<file path="src/rtl/arm_pipe_pkg.sv">
// Shared definitions for the ARM-subset pipeline control blocks:
// register address width, SRAM wait FSM encoding, decode mode and EX command codes.
package arm_pipe_pkg;

  localparam int REG_ADDR_W = 4;

  typedef enum logic {
    IDLE = 1'b0,
    WAIT = 1'b1
  } wait_state_e;

  localparam logic [1:0] MODE_ARITH  = 2'b00;
  localparam logic [1:0] MODE_MEM    = 2'b01;
  localparam logic [1:0] MODE_BRANCH = 2'b10;

  localparam logic [3:0] EX_MOV = 4'b0001;
  localparam logic [3:0] EX_MVN = 4'b1001;
  localparam logic [3:0] EX_ADD = 4'b0010;
  localparam logic [3:0] EX_SUB = 4'b0100;
  localparam logic [3:0] EX_AND = 4'b0110;
  localparam logic [3:0] EX_ORR = 4'b0111;
  localparam logic [3:0] EX_EOR = 4'b1000;
  localparam logic [3:0] EX_LDR = 4'b0010;
  localparam logic [3:0] EX_STR = 4'b0010;

endpackage

</file>
<file path="src/rtl/pipe_hazard_ctrl_if.sv">
// Bundle of hazard-detection inputs and pipeline control outputs.
// The hazard controller sits on the slave side; the pipeline/bench drives the master side.
interface pipe_hazard_ctrl_if
  import arm_pipe_pkg::*;
#(
  parameter int CNT_W = 16
) ();

  logic                  forward_en;
  logic [REG_ADDR_W-1:0] id_src1;
  logic [REG_ADDR_W-1:0] id_src2;
  logic                  id_two_src;
  logic                  id_uses_src1;
  logic                  ex_wb_en;
  logic [REG_ADDR_W-1:0] ex_dst;
  logic                  ex_mem_read;
  logic                  mem_wb_en;
  logic [REG_ADDR_W-1:0] mem_dst;
  logic                  branch_taken;
  logic                  mem_req;
  logic                  mem_ready;

  logic                  if_freeze;
  logic                  if_flush;
  logic                  id_flush;
  logic                  pipe_freeze;
  logic                  mem_timeout;
  logic [CNT_W-1:0]      stall_cnt;
  logic [CNT_W-1:0]      flush_cnt;

  modport master (
    output forward_en, id_src1, id_src2, id_two_src, id_uses_src1,
           ex_wb_en, ex_dst, ex_mem_read, mem_wb_en, mem_dst,
           branch_taken, mem_req, mem_ready,
    input  if_freeze, if_flush, id_flush, pipe_freeze, mem_timeout,
           stall_cnt, flush_cnt
  );

  modport slave (
    input  forward_en, id_src1, id_src2, id_two_src, id_uses_src1,
           ex_wb_en, ex_dst, ex_mem_read, mem_wb_en, mem_dst,
           branch_taken, mem_req, mem_ready,
    output if_freeze, if_flush, id_flush, pipe_freeze, mem_timeout,
           stall_cnt, flush_cnt
  );

endinterface

</file>
<file path="src/rtl/pipe_raw_detect.sv">
// Single RAW comparator: an ID source that is actually read matches a
// destination that is actually being written back.
module pipe_raw_detect
  import arm_pipe_pkg::*;
(
  input  logic [REG_ADDR_W-1:0] src_i,
  input  logic                  uses_i,
  input  logic [REG_ADDR_W-1:0] dst_i,
  input  logic                  wb_en_i,
  output logic                  match_o
);

  assign match_o = uses_i & wb_en_i & (src_i == dst_i);

endmodule

</file>
<file path="src/rtl/pipe_hazard_ctrl.sv">
// Freeze/flush generation for IF/ID and ID/EX, SRAM wait tracking with timeout,
// and saturating stall/flush performance counters.
module pipe_hazard_ctrl
  import arm_pipe_pkg::*;
#(
  parameter int MEM_TIMEOUT = 64,
  parameter int CNT_W       = 16
) (
  input  logic                clk_i,
  input  logic                rst_i,
  pipe_hazard_ctrl_if.slave   bus_if
);

  localparam int WAIT_W = (MEM_TIMEOUT > 2) ? $clog2(MEM_TIMEOUT) : 1;

  wait_state_e       state_q,   state_d;
  logic [WAIT_W-1:0] wait_cnt_q, wait_cnt_d;
  logic              timeout_q, timeout_d;
  logic [CNT_W-1:0]  stall_q,   stall_d;
  logic [CNT_W-1:0]  flush_q,   flush_d;

  logic raw1_ex, raw2_ex, raw1_mem, raw2_mem;
  logic hazard, abort, mem_stall;
  logic if_freeze, if_flush, id_flush, pipe_freeze;

  pipe_raw_detect u_raw1_ex (
    .src_i(bus_if.id_src1), .uses_i(bus_if.id_uses_src1),
    .dst_i(bus_if.ex_dst),  .wb_en_i(bus_if.ex_wb_en),  .match_o(raw1_ex)
  );
  pipe_raw_detect u_raw2_ex (
    .src_i(bus_if.id_src2), .uses_i(bus_if.id_two_src),
    .dst_i(bus_if.ex_dst),  .wb_en_i(bus_if.ex_wb_en),  .match_o(raw2_ex)
  );
  pipe_raw_detect u_raw1_mem (
    .src_i(bus_if.id_src1), .uses_i(bus_if.id_uses_src1),
    .dst_i(bus_if.mem_dst), .wb_en_i(bus_if.mem_wb_en), .match_o(raw1_mem)
  );
  pipe_raw_detect u_raw2_mem (
    .src_i(bus_if.id_src2), .uses_i(bus_if.id_two_src),
    .dst_i(bus_if.mem_dst), .wb_en_i(bus_if.mem_wb_en), .match_o(raw2_mem)
  );

  // With forwarding only a load in EX cannot be bypassed in time.
  assign hazard = bus_if.forward_en ? (bus_if.ex_mem_read & (raw1_ex | raw2_ex))
                                    : (raw1_ex | raw2_ex | raw1_mem | raw2_mem);

  assign abort     = (state_q == WAIT) && (wait_cnt_q == WAIT_W'(MEM_TIMEOUT - 1));
  assign mem_stall = bus_if.mem_req & ~bus_if.mem_ready & ~abort;

  always_comb begin
    if_freeze   = 1'b0;
    if_flush    = 1'b0;
    id_flush    = 1'b0;
    pipe_freeze = 1'b0;
    if (rst_i) begin
      pipe_freeze = 1'b0;
    end else if (mem_stall) begin
      pipe_freeze = 1'b1;
    end else if (bus_if.branch_taken) begin
      if_flush = 1'b1;
      id_flush = 1'b1;
    end else if (hazard) begin
      if_freeze = 1'b1;
      id_flush  = 1'b1;
    end else begin
      pipe_freeze = 1'b0;
    end
  end

  always_comb begin
    state_d    = state_q;
    wait_cnt_d = wait_cnt_q;
    timeout_d  = timeout_q;
    case (state_q)
      IDLE: begin
        if (bus_if.mem_req & ~bus_if.mem_ready) begin
          state_d    = WAIT;
          wait_cnt_d = WAIT_W'(1);
        end else begin
          state_d = IDLE;
        end
      end
      WAIT: begin
        if (~bus_if.mem_req | bus_if.mem_ready) begin
          state_d    = IDLE;
          wait_cnt_d = '0;
        end else if (abort) begin
          state_d    = IDLE;
          wait_cnt_d = '0;
          timeout_d  = 1'b1;
        end else begin
          wait_cnt_d = wait_cnt_q + WAIT_W'(1);
        end
      end
      default: begin
        state_d    = IDLE;
        wait_cnt_d = '0;
      end
    endcase

    stall_d = stall_q;
    flush_d = flush_q;
    if ((if_freeze | pipe_freeze) && !(&stall_q)) begin
      stall_d = stall_q + CNT_W'(1);
    end else begin
      stall_d = stall_q;
    end
    if (if_flush && !(&flush_q)) begin
      flush_d = flush_q + CNT_W'(1);
    end else begin
      flush_d = flush_q;
    end
  end

  always_ff @(posedge clk_i) begin
    if (rst_i) begin
      state_q    <= IDLE;
      wait_cnt_q <= '0;
      timeout_q  <= 1'b0;
      stall_q    <= '0;
      flush_q    <= '0;
    end else begin
      state_q    <= state_d;
      wait_cnt_q <= wait_cnt_d;
      timeout_q  <= timeout_d;
      stall_q    <= stall_d;
      flush_q    <= flush_d;
    end
  end

  assign bus_if.if_freeze   = if_freeze;
  assign bus_if.if_flush    = if_flush;
  assign bus_if.id_flush    = id_flush;
  assign bus_if.pipe_freeze = pipe_freeze;
  assign bus_if.mem_timeout = timeout_q;
  assign bus_if.stall_cnt   = stall_q;
  assign bus_if.flush_cnt   = flush_q;

endmodule
</file>
<file path="src/flat_wrapper.sv">
// flat-port wrapper written by rule: the top's interface ports become plain ports
module pipe_hazard_ctrl_flat import arm_pipe_pkg::*;
#(
  parameter int MEM_TIMEOUT = 64,
  parameter int CNT_W       = 16
)
  (clk_i, rst_i, bus_if_forward_en, bus_if_id_src1, bus_if_id_src2, bus_if_id_two_src, bus_if_id_uses_src1, bus_if_ex_wb_en, bus_if_ex_dst, bus_if_ex_mem_read, bus_if_mem_wb_en, bus_if_mem_dst, bus_if_branch_taken, bus_if_mem_req, bus_if_mem_ready, bus_if_if_freeze, bus_if_if_flush, bus_if_id_flush, bus_if_pipe_freeze, bus_if_mem_timeout, bus_if_stall_cnt, bus_if_flush_cnt);
  pipe_hazard_ctrl_if #(.CNT_W(CNT_W)) bus_if_i ();
  input  logic clk_i;
  input  logic rst_i;
  input wire logic [$bits(bus_if_i.forward_en)-1:0] bus_if_forward_en;
  input wire logic [$bits(bus_if_i.id_src1)-1:0] bus_if_id_src1;
  input wire logic [$bits(bus_if_i.id_src2)-1:0] bus_if_id_src2;
  input wire logic [$bits(bus_if_i.id_two_src)-1:0] bus_if_id_two_src;
  input wire logic [$bits(bus_if_i.id_uses_src1)-1:0] bus_if_id_uses_src1;
  input wire logic [$bits(bus_if_i.ex_wb_en)-1:0] bus_if_ex_wb_en;
  input wire logic [$bits(bus_if_i.ex_dst)-1:0] bus_if_ex_dst;
  input wire logic [$bits(bus_if_i.ex_mem_read)-1:0] bus_if_ex_mem_read;
  input wire logic [$bits(bus_if_i.mem_wb_en)-1:0] bus_if_mem_wb_en;
  input wire logic [$bits(bus_if_i.mem_dst)-1:0] bus_if_mem_dst;
  input wire logic [$bits(bus_if_i.branch_taken)-1:0] bus_if_branch_taken;
  input wire logic [$bits(bus_if_i.mem_req)-1:0] bus_if_mem_req;
  input wire logic [$bits(bus_if_i.mem_ready)-1:0] bus_if_mem_ready;
  output wire logic [$bits(bus_if_i.if_freeze)-1:0] bus_if_if_freeze;
  output wire logic [$bits(bus_if_i.if_flush)-1:0] bus_if_if_flush;
  output wire logic [$bits(bus_if_i.id_flush)-1:0] bus_if_id_flush;
  output wire logic [$bits(bus_if_i.pipe_freeze)-1:0] bus_if_pipe_freeze;
  output wire logic [$bits(bus_if_i.mem_timeout)-1:0] bus_if_mem_timeout;
  output wire logic [$bits(bus_if_i.stall_cnt)-1:0] bus_if_stall_cnt;
  output wire logic [$bits(bus_if_i.flush_cnt)-1:0] bus_if_flush_cnt;
  assign bus_if_i.forward_en = bus_if_forward_en;
  assign bus_if_i.id_src1 = bus_if_id_src1;
  assign bus_if_i.id_src2 = bus_if_id_src2;
  assign bus_if_i.id_two_src = bus_if_id_two_src;
  assign bus_if_i.id_uses_src1 = bus_if_id_uses_src1;
  assign bus_if_i.ex_wb_en = bus_if_ex_wb_en;
  assign bus_if_i.ex_dst = bus_if_ex_dst;
  assign bus_if_i.ex_mem_read = bus_if_ex_mem_read;
  assign bus_if_i.mem_wb_en = bus_if_mem_wb_en;
  assign bus_if_i.mem_dst = bus_if_mem_dst;
  assign bus_if_i.branch_taken = bus_if_branch_taken;
  assign bus_if_i.mem_req = bus_if_mem_req;
  assign bus_if_i.mem_ready = bus_if_mem_ready;
  assign bus_if_if_freeze = bus_if_i.if_freeze;
  assign bus_if_if_flush = bus_if_i.if_flush;
  assign bus_if_id_flush = bus_if_i.id_flush;
  assign bus_if_pipe_freeze = bus_if_i.pipe_freeze;
  assign bus_if_mem_timeout = bus_if_i.mem_timeout;
  assign bus_if_stall_cnt = bus_if_i.stall_cnt;
  assign bus_if_flush_cnt = bus_if_i.flush_cnt;
  pipe_hazard_ctrl #(.MEM_TIMEOUT(MEM_TIMEOUT), .CNT_W(CNT_W)) u_core (.clk_i(clk_i), .rst_i(rst_i), .bus_if(bus_if_i));
endmodule
</file>
<file path="config.mk">
export PLATFORM = sky130hd
export DESIGN_NAME = pipe_hazard_ctrl_flat
export DESIGN_NICKNAME = d
export VERILOG_FILES = /design/src/rtl/arm_pipe_pkg.sv /design/src/rtl/pipe_hazard_ctrl_if.sv /design/src/rtl/pipe_raw_detect.sv /design/src/rtl/pipe_hazard_ctrl.sv /design/src/flat_wrapper.sv
export SDC_FILE = /design/constraint.sdc
export NUM_CORES = 1
export LEC_CHECK = 0
export CAP_MARGIN = 5
export CORE_ASPECT_RATIO = 0.7
export CORE_MARGIN = 4
export CORE_UTILIZATION = 43
export DETAILED_ROUTE_END_ITERATION = 16
export PLACE_DENSITY_LB_ADDON = 0.2
export SLEW_MARGIN = 20
export SYNTH_ARGS = -nofsm -noshare
export SYNTH_HDL_FRONTEND = slang
export SYNTH_SLANG_ARGS = --single-unit
</file>
<file path="constraint.sdc">
create_clock -name clk_i -period 2.31 [get_ports clk_i]
set_clock_uncertainty 0.05 [all_clocks]
set_input_delay 0.231 -clock clk_i [delete_from_list [all_inputs] [get_ports clk_i]]
set_output_delay 0.231 -clock clk_i [all_outputs]
set_load 0.05 [all_outputs]
</file>
==> impl_metrics.tcl, run 1 <==
set metrics [dict create \
    crit_required_ns 2.45 \
    yosysWarnings 0 \
    synthTopCellsByCount "dfxtp_1 (40), nor2_1 (35), nand3_1 (18), a21oi_1 (17), xnor2_1 (17)" \
    r2r_slack_ns -0.009 \
    async_flop_share 0 \
    critPathKind "reg -> reg" \
    synth_top_cell_area_share 0.364 \
    arrival_ns 2.46 \
    gp_congestion 0.815 \
    dp_slack_ns -0.299 \
    drt_first_pass_iters 4 \
    synth_edf_count 0 \
    report.final.slew_viol_count 0 \
    area_growth_pct 64.2 \
    initial_core_util 0.453 \
    r2r_end "u_core.bus_if.stall_cnt[11]" \
    period_share 1.00 \
    slew_headroom 0.664 \
    synthesis.instances 267 \
    via_count 2403 \
    grt_max_degree 25 \
    htreeDepth 2 \
    drt-initial-drc-count 141 \
    hpwl_um 4800 \
    yosysTopAreaCell "dfxtp_1" \
    die_area_sq_mm 0.00634 \
    hp-class "reg -> reg" \
    netlist_area_sq_mm 0.00220 \
    p_total_uw 1470 \
    grt_util_met3 0.0440 \
    use_met2 0.347 \
    violations "setup timing" \
    min_period_ns 2.32 \
    grtUsageMet1 0.294 \
    root_buffer "clkbuf_8" \
    synth_cell_types 53 \
    port_buffers 63 \
    layout.nets 402 \
    clkLatencyLatePin_ns 0.30 \
    wire_per_inst_um 15.2 \
    synth-seq-cells 40 \
    fp-row-count 21 \
    antenna_found_initial 0 \
    drive_gt1_frac 0.303 \
    cp_max_fo 6 \
    grtUsageTotal 0.214 \
    synth.most_common_cell "dfxtp_1" \
    cts_buffers 5 \
    path_clk_slew_ns 0.09 \
    reg2reg_depth 7 \
    synth_top_flop_cell "dfxtp_1" \
    cap_violations 0 \
    clock-sinks 40 \
    drc 0 \
    ys_seq_area_frac 0.364 \
    reg2reg_from "u_core.bus_if.stall_cnt[9]" \
    avgSynthCellArea_sq_um 8.24 \
    fp.dieW_um 93.5 \
    rsz0062_at_grt "yes" \
    start_kind "flop" \
    fillers 391 \
    startpoint "u_core.bus_if.stall_cnt[9]" \
    cts_tree "yes" \
    routed_via_density 5.44 \
    stdcell_area_sq_mm 0.00361 \
    ir_drop_v 0.000394 \
    grt_busiest_layer "met2" \
    power_density_mw_per_mm2 408 \
    crit_end "u_core.bus_if.stall_cnt[11]" \
    fin_ws_ns -0.00852 \
    core_sq_mm 0.00486 \
    ios 64 \
    ant_nets 0 \
    crit_path_end_kind "flop" \
    finalSetupTns_ns -0.00852 \
    outcome "complete, but fails checks" \
    synth_area_leaders "dfxtp_1 (36%), xnor2_1 (6.8%), nor2_1 (6.0%), nand3_1 (4.1%), a21oi_1 (3.9%)" \
    diodes 0 \
    grt_pass1_wl_um 10800 \
    fmax_mhz 431 \
    routed_wl_um 6730 \
    grt_pass1_vias 2268 \
    clk_path_buf_depth 2 \
    p_leak_uw 0.00137 \
    die_y_um 67.8 \
    synth_nets 297 \
    grt_overflow 0 \
    hold_viol_final 0 \
    setup_viol 1 \
    placed_cell_area_sq_mm 0.00334 \
    tightest_slew_ns 0.503 \
]
power breakdown:
part	total (uW)	switching, uW	internal, uW
registers	684	6.27	678
logic	233	114	119
clock network	556	273	283
total	1470	393	1080
metal layers:
metal / vias to the layer above / routed length, um
li1: 1194 / -
met1: 1143 / 3340
met2: 62 / 2970
met3: 4 / 384
met4: 0 / 37
met5: - / 0
logic make-up after synthesis:
kind of cell | after synthesis | synth area share
simple gates | 118 | 0.286
compound gates | 54 | 0.163
flops | 40 | 0.364
xor+xnor | 25 | 0.0995
buf+inv | 22 | 0.0444
mux | 5 | 0.0262
fa+ha+maj | 3 | 0.0171
timing repair:
action	CTS	global route
gates cloned	2	1
resized for setup	9	20
hold endpoints to repair	0	0
pin swaps	2	14
endpoints found under the setup margin	9	12
hold buffers	0	0
setup buffers	0	5
stage by stage:
stage | std cells | util | hold slack [ns]
global placement | 426 | 0.686 | 0.405
CTS | 436 | 0.720 | 0.432
finish | 442 | 0.743 | 0.433
floorplan | 267 | - | 0.426
global route | 442 | 0.743 | 0.447
detailed placement | 426 | 0.686 | 0.412
layout make-up:
cell class              instances  area, sq um  share of cell area
clock inverters                 2         15.0             0.00416
flip-flops and latches         40          883               0.245
well taps                      69         86.3              0.0239
inverters                      14         52.6              0.0146
clock buffers                   6         93.8              0.0260
multi-input cells             208         1490               0.411
repair buffers                103          995               0.275
placed cells by master (no fill, tap or decap), types with 7 or more instances in the layout:
| master | instances |
|---|---|
| or3_1 | 7 |
| dlymetal6s2s_1 | 8 |
| dfxtp_4 | 17 |
| o21ai_0 | 7 |
| xor2_1 | 8 |
| dfxtp_1 | 8 |
| buf_4 | 39 |
| nand3_1 | 16 |
| dfxtp_2 | 15 |
| xnor2_1 | 17 |
| clkdlybuf4s50_1 | 51 |
| inv_1 | 13 |
| nand2_1 | 16 |
| a21oi_1 | 17 |
| nor2_1 | 34 |
how the worst min path moves through the flow:
| stage | startpoint | depth (start not counted) | end | slack, ns |
|---|---|---|---|---|
| detailed placement | u_core.bus_if.mem_timeout | 2 | u_core.bus_if.mem_timeout | 0.41 |
| finish | u_core.bus_if.mem_timeout | 2 | u_core.bus_if.mem_timeout | 0.43 |
| floorplan | u_core.wait_cnt_q[5] | 2 | u_core.wait_cnt_q[5] | 0.43 |
| global route | u_core.bus_if.mem_timeout | 2 | u_core.bus_if.mem_timeout | 0.45 |
| CTS | u_core.bus_if.mem_timeout | 2 | u_core.bus_if.mem_timeout | 0.43 |
| global placement | u_core.bus_if.mem_timeout | 2 | u_core.bus_if.mem_timeout | 0.41 |
sequential cells by signal, summed over array words and instances (netlist names):
name,count
u_core.bus_if.flush_cnt,16
u_core.bus_if.stall_cnt,16
u_core.wait_cnt_q,6
u_core.bus_if.mem_timeout,1
u_core.state_q,1
worst max-delay path, stage by stage, from the launching register on:
cell and delay (ns):
dfxtp_4 0.37, nand4_4 0.12, or4_4 0.56, and3b_4 0.21, a32oi_4 0.29, and2_4 0.25
nor4_2 0.06, mux2_1 0.30
(Power assumes the default switching activity.)
==> inputs of run 2 (changes only) <==
--- a/config.mk
+++ b/config.mk
@@ -10,7 +10,7 @@
 export CORE_MARGIN = 4
 export CORE_UTILIZATION = 43
 export DETAILED_ROUTE_END_ITERATION = 16
-export PLACE_DENSITY_LB_ADDON = 0.2
+export PLACE_DENSITY = 0.73
 export SLEW_MARGIN = 20
 export SYNTH_ARGS = -nofsm -noshare
 export SYNTH_HDL_FRONTEND = slang
==> run 2 against run 1 <==
The run still ends with setup timing left. First-iteration DRC count is 13% lower. Largest cell class unchanged. Worst setup slack worse by 0.036 ns. Critical path type unchanged. Final cell count stayed put. Clock power is 3% higher. Non-clock buffer count is 1 higher. Utilization is 0.21 points higher.
==> impl_metrics.tcl, run 2 (same netlist as run 1, synthesis figures left out) <==
set metrics [dict create \
    outcome "complete, but fails checks" \
    violations "setup timing" \
    path_clk_slew_ns 0.08 \
    slew_headroom 0.646 \
    crit_path_end_kind "flop" \
    area_growth_pct 64.6 \
    cts_tree "yes" \
    tightest_slew_ns 0.529 \
    die_area_sq_mm 0.00634 \
    fmax_mhz 425 \
    clock-sinks 40 \
    clkLatencyLatePin_ns 0.29 \
    htreeDepth 2 \
    port_buffers 63 \
    timing.hold.ws_ns 0.439 \
    ctsHoldBuffers 0 \
    grt_overflow 0 \
    period_share 1.02 \
    drt-initial-drc-count 123 \
    routed_wl_um 6420 \
    placed_cell_area_sq_mm 0.00336 \
    ant_nets 0 \
    report.final.slew_viol_count 0 \
    clk_path_buf_depth 2 \
    hold_viol_final 0 \
    grt_pass1_wl_um 9980 \
    min_period_ns 2.35 \
    crit_required_ns 2.43 \
    grtUsageTotal 0.199 \
    antenna_found_initial 0 \
    root_buffer "clkbuf_8" \
    setup_viol 6 \
    power_density_mw_per_mm2 410 \
    final_cell_mix "clkdlybuf4s50_1 (47), buf_4 (38), nor2_1 (34)" \
    hp-class "reg -> reg" \
    grt_pass1_vias 2161 \
    fp.dieW_um 93.5 \
    fillers 354 \
    drt_first_pass_iters 4 \
    fp-row-count 21 \
    ir_drop_v 0.000286 \
    fin_ws_ns -0.0449 \
    diodes 0 \
    cts_buffers 5 \
    finalNonFillerCells 442 \
    cp_max_fo 8 \
    routed_via_density 5.36 \
    stdcell_area_sq_mm 0.00362 \
    critPathKind "reg -> reg" \
    p_leak_uw 0.00140 \
    die_y_um 67.8 \
    layout_commonest_cell "clkdlybuf4s50_1" \
    ios 64 \
    dp_cells 429 \
    gp_congestion 0.861 \
    drc 0 \
    drive_gt1_frac 0.303 \
    initial_core_util 0.453 \
    layout.nets 402 \
    via_count 2369 \
    grt_max_degree 38 \
    arrival_ns 2.48 \
    core_sq_mm 0.00486 \
    wire_per_inst_um 14.5 \
    hpwl_um 4530 \
    rsz0062_at_grt "yes" \
    cap_violations 0 \
    start_kind "flop" \
]
[run 2: power breakdown]
| group | total [uW] | switching, uW | internal, uW |
|---|---|---|---|
| combinational | 232 | 114 | 118 |
| sequential | 684 | 5.89 | 678 |
| clock | 570 | 250 | 320 |
[run 2: layer usage]
metal | share of wire | GRT usage | vias to the layer above
li1 | - | - | 1187
met1 | 0.49 | 0.279 | 1112
met2 | 0.44 | 0.307 | 65
met3 | 0.057 | 0.0473 | 5
met4 | 0.0086 | 0.0512 | 0
met5 | 0 | 0 | -
[run 2: final timing paths]
path	from	to	slack [ns]	cells after the start
worst max-delay path	u_core.bus_if.stall_cnt[1]	u_core.bus_if.stall_cnt[1]	-0.04	9
worst min-delay path	u_core.bus_if.mem_timeout	u_core.bus_if.mem_timeout	0.44	2
worst min register to register	u_core.bus_if.mem_timeout	u_core.bus_if.mem_timeout	0.44	2
worst max register to register	u_core.bus_if.stall_cnt[1]	u_core.bus_if.stall_cnt[1]	-0.04	9
[run 2: what timing repair did]
| action | in CTS | in global routing |
|---|---|---|
| resized for setup | 1 | 32 |
| setup buffers | 1 | 2 |
| endpoints found under the setup margin | 8 | 20 |
| pin swaps | 0 | 20 |
| gates cloned | 1 | 1 |
[run 2: cell type report]
| cell class | count | area (sq um) | share of cell area |
|---|---|---|---|
| multi-input combinational | 207 | 1470 | 0.406 |
| timing repair buffer | 104 | 1020 | 0.282 |
| sequential | 40 | 882 | 0.244 |
| tap | 69 | 86.3 | 0.0238 |
| clock buffer | 5 | 68.8 | 0.0190 |
| inverter | 14 | 52.6 | 0.0145 |
| clock inverter | 3 | 42.5 | 0.0117 |
[run 2: through the flow]
stage / TNS (ns) / total power (uW) / setup WS [ns] / utilization
2_1_floorplan: -0.339 / 802 / -0.0728 / -
3_3_place_gp: -2.28 / 912 / -0.215 / 0.691
3_5_place_dp: -2.74 / 914 / -0.245 / 0.691
4_1_cts: -0.431 / 1480 / -0.0701 / 0.717
5_1_grt: -0.969 / 1550 / -0.129 / 0.745
6_report: -0.170 / 1490 / -0.0449 / 0.745
[run 2: critical path, stage by stage, from the launching register on]
cell and delay, ns:
dfxtp_4 0.36, ha_4 0.13, nand3_2 0.08, or4_4 0.52
and3b_4 0.22, a32oi_4 0.25, and2_4 0.26, buf_6 0.13
mux2i_1 0.19, nor2_1 0.05
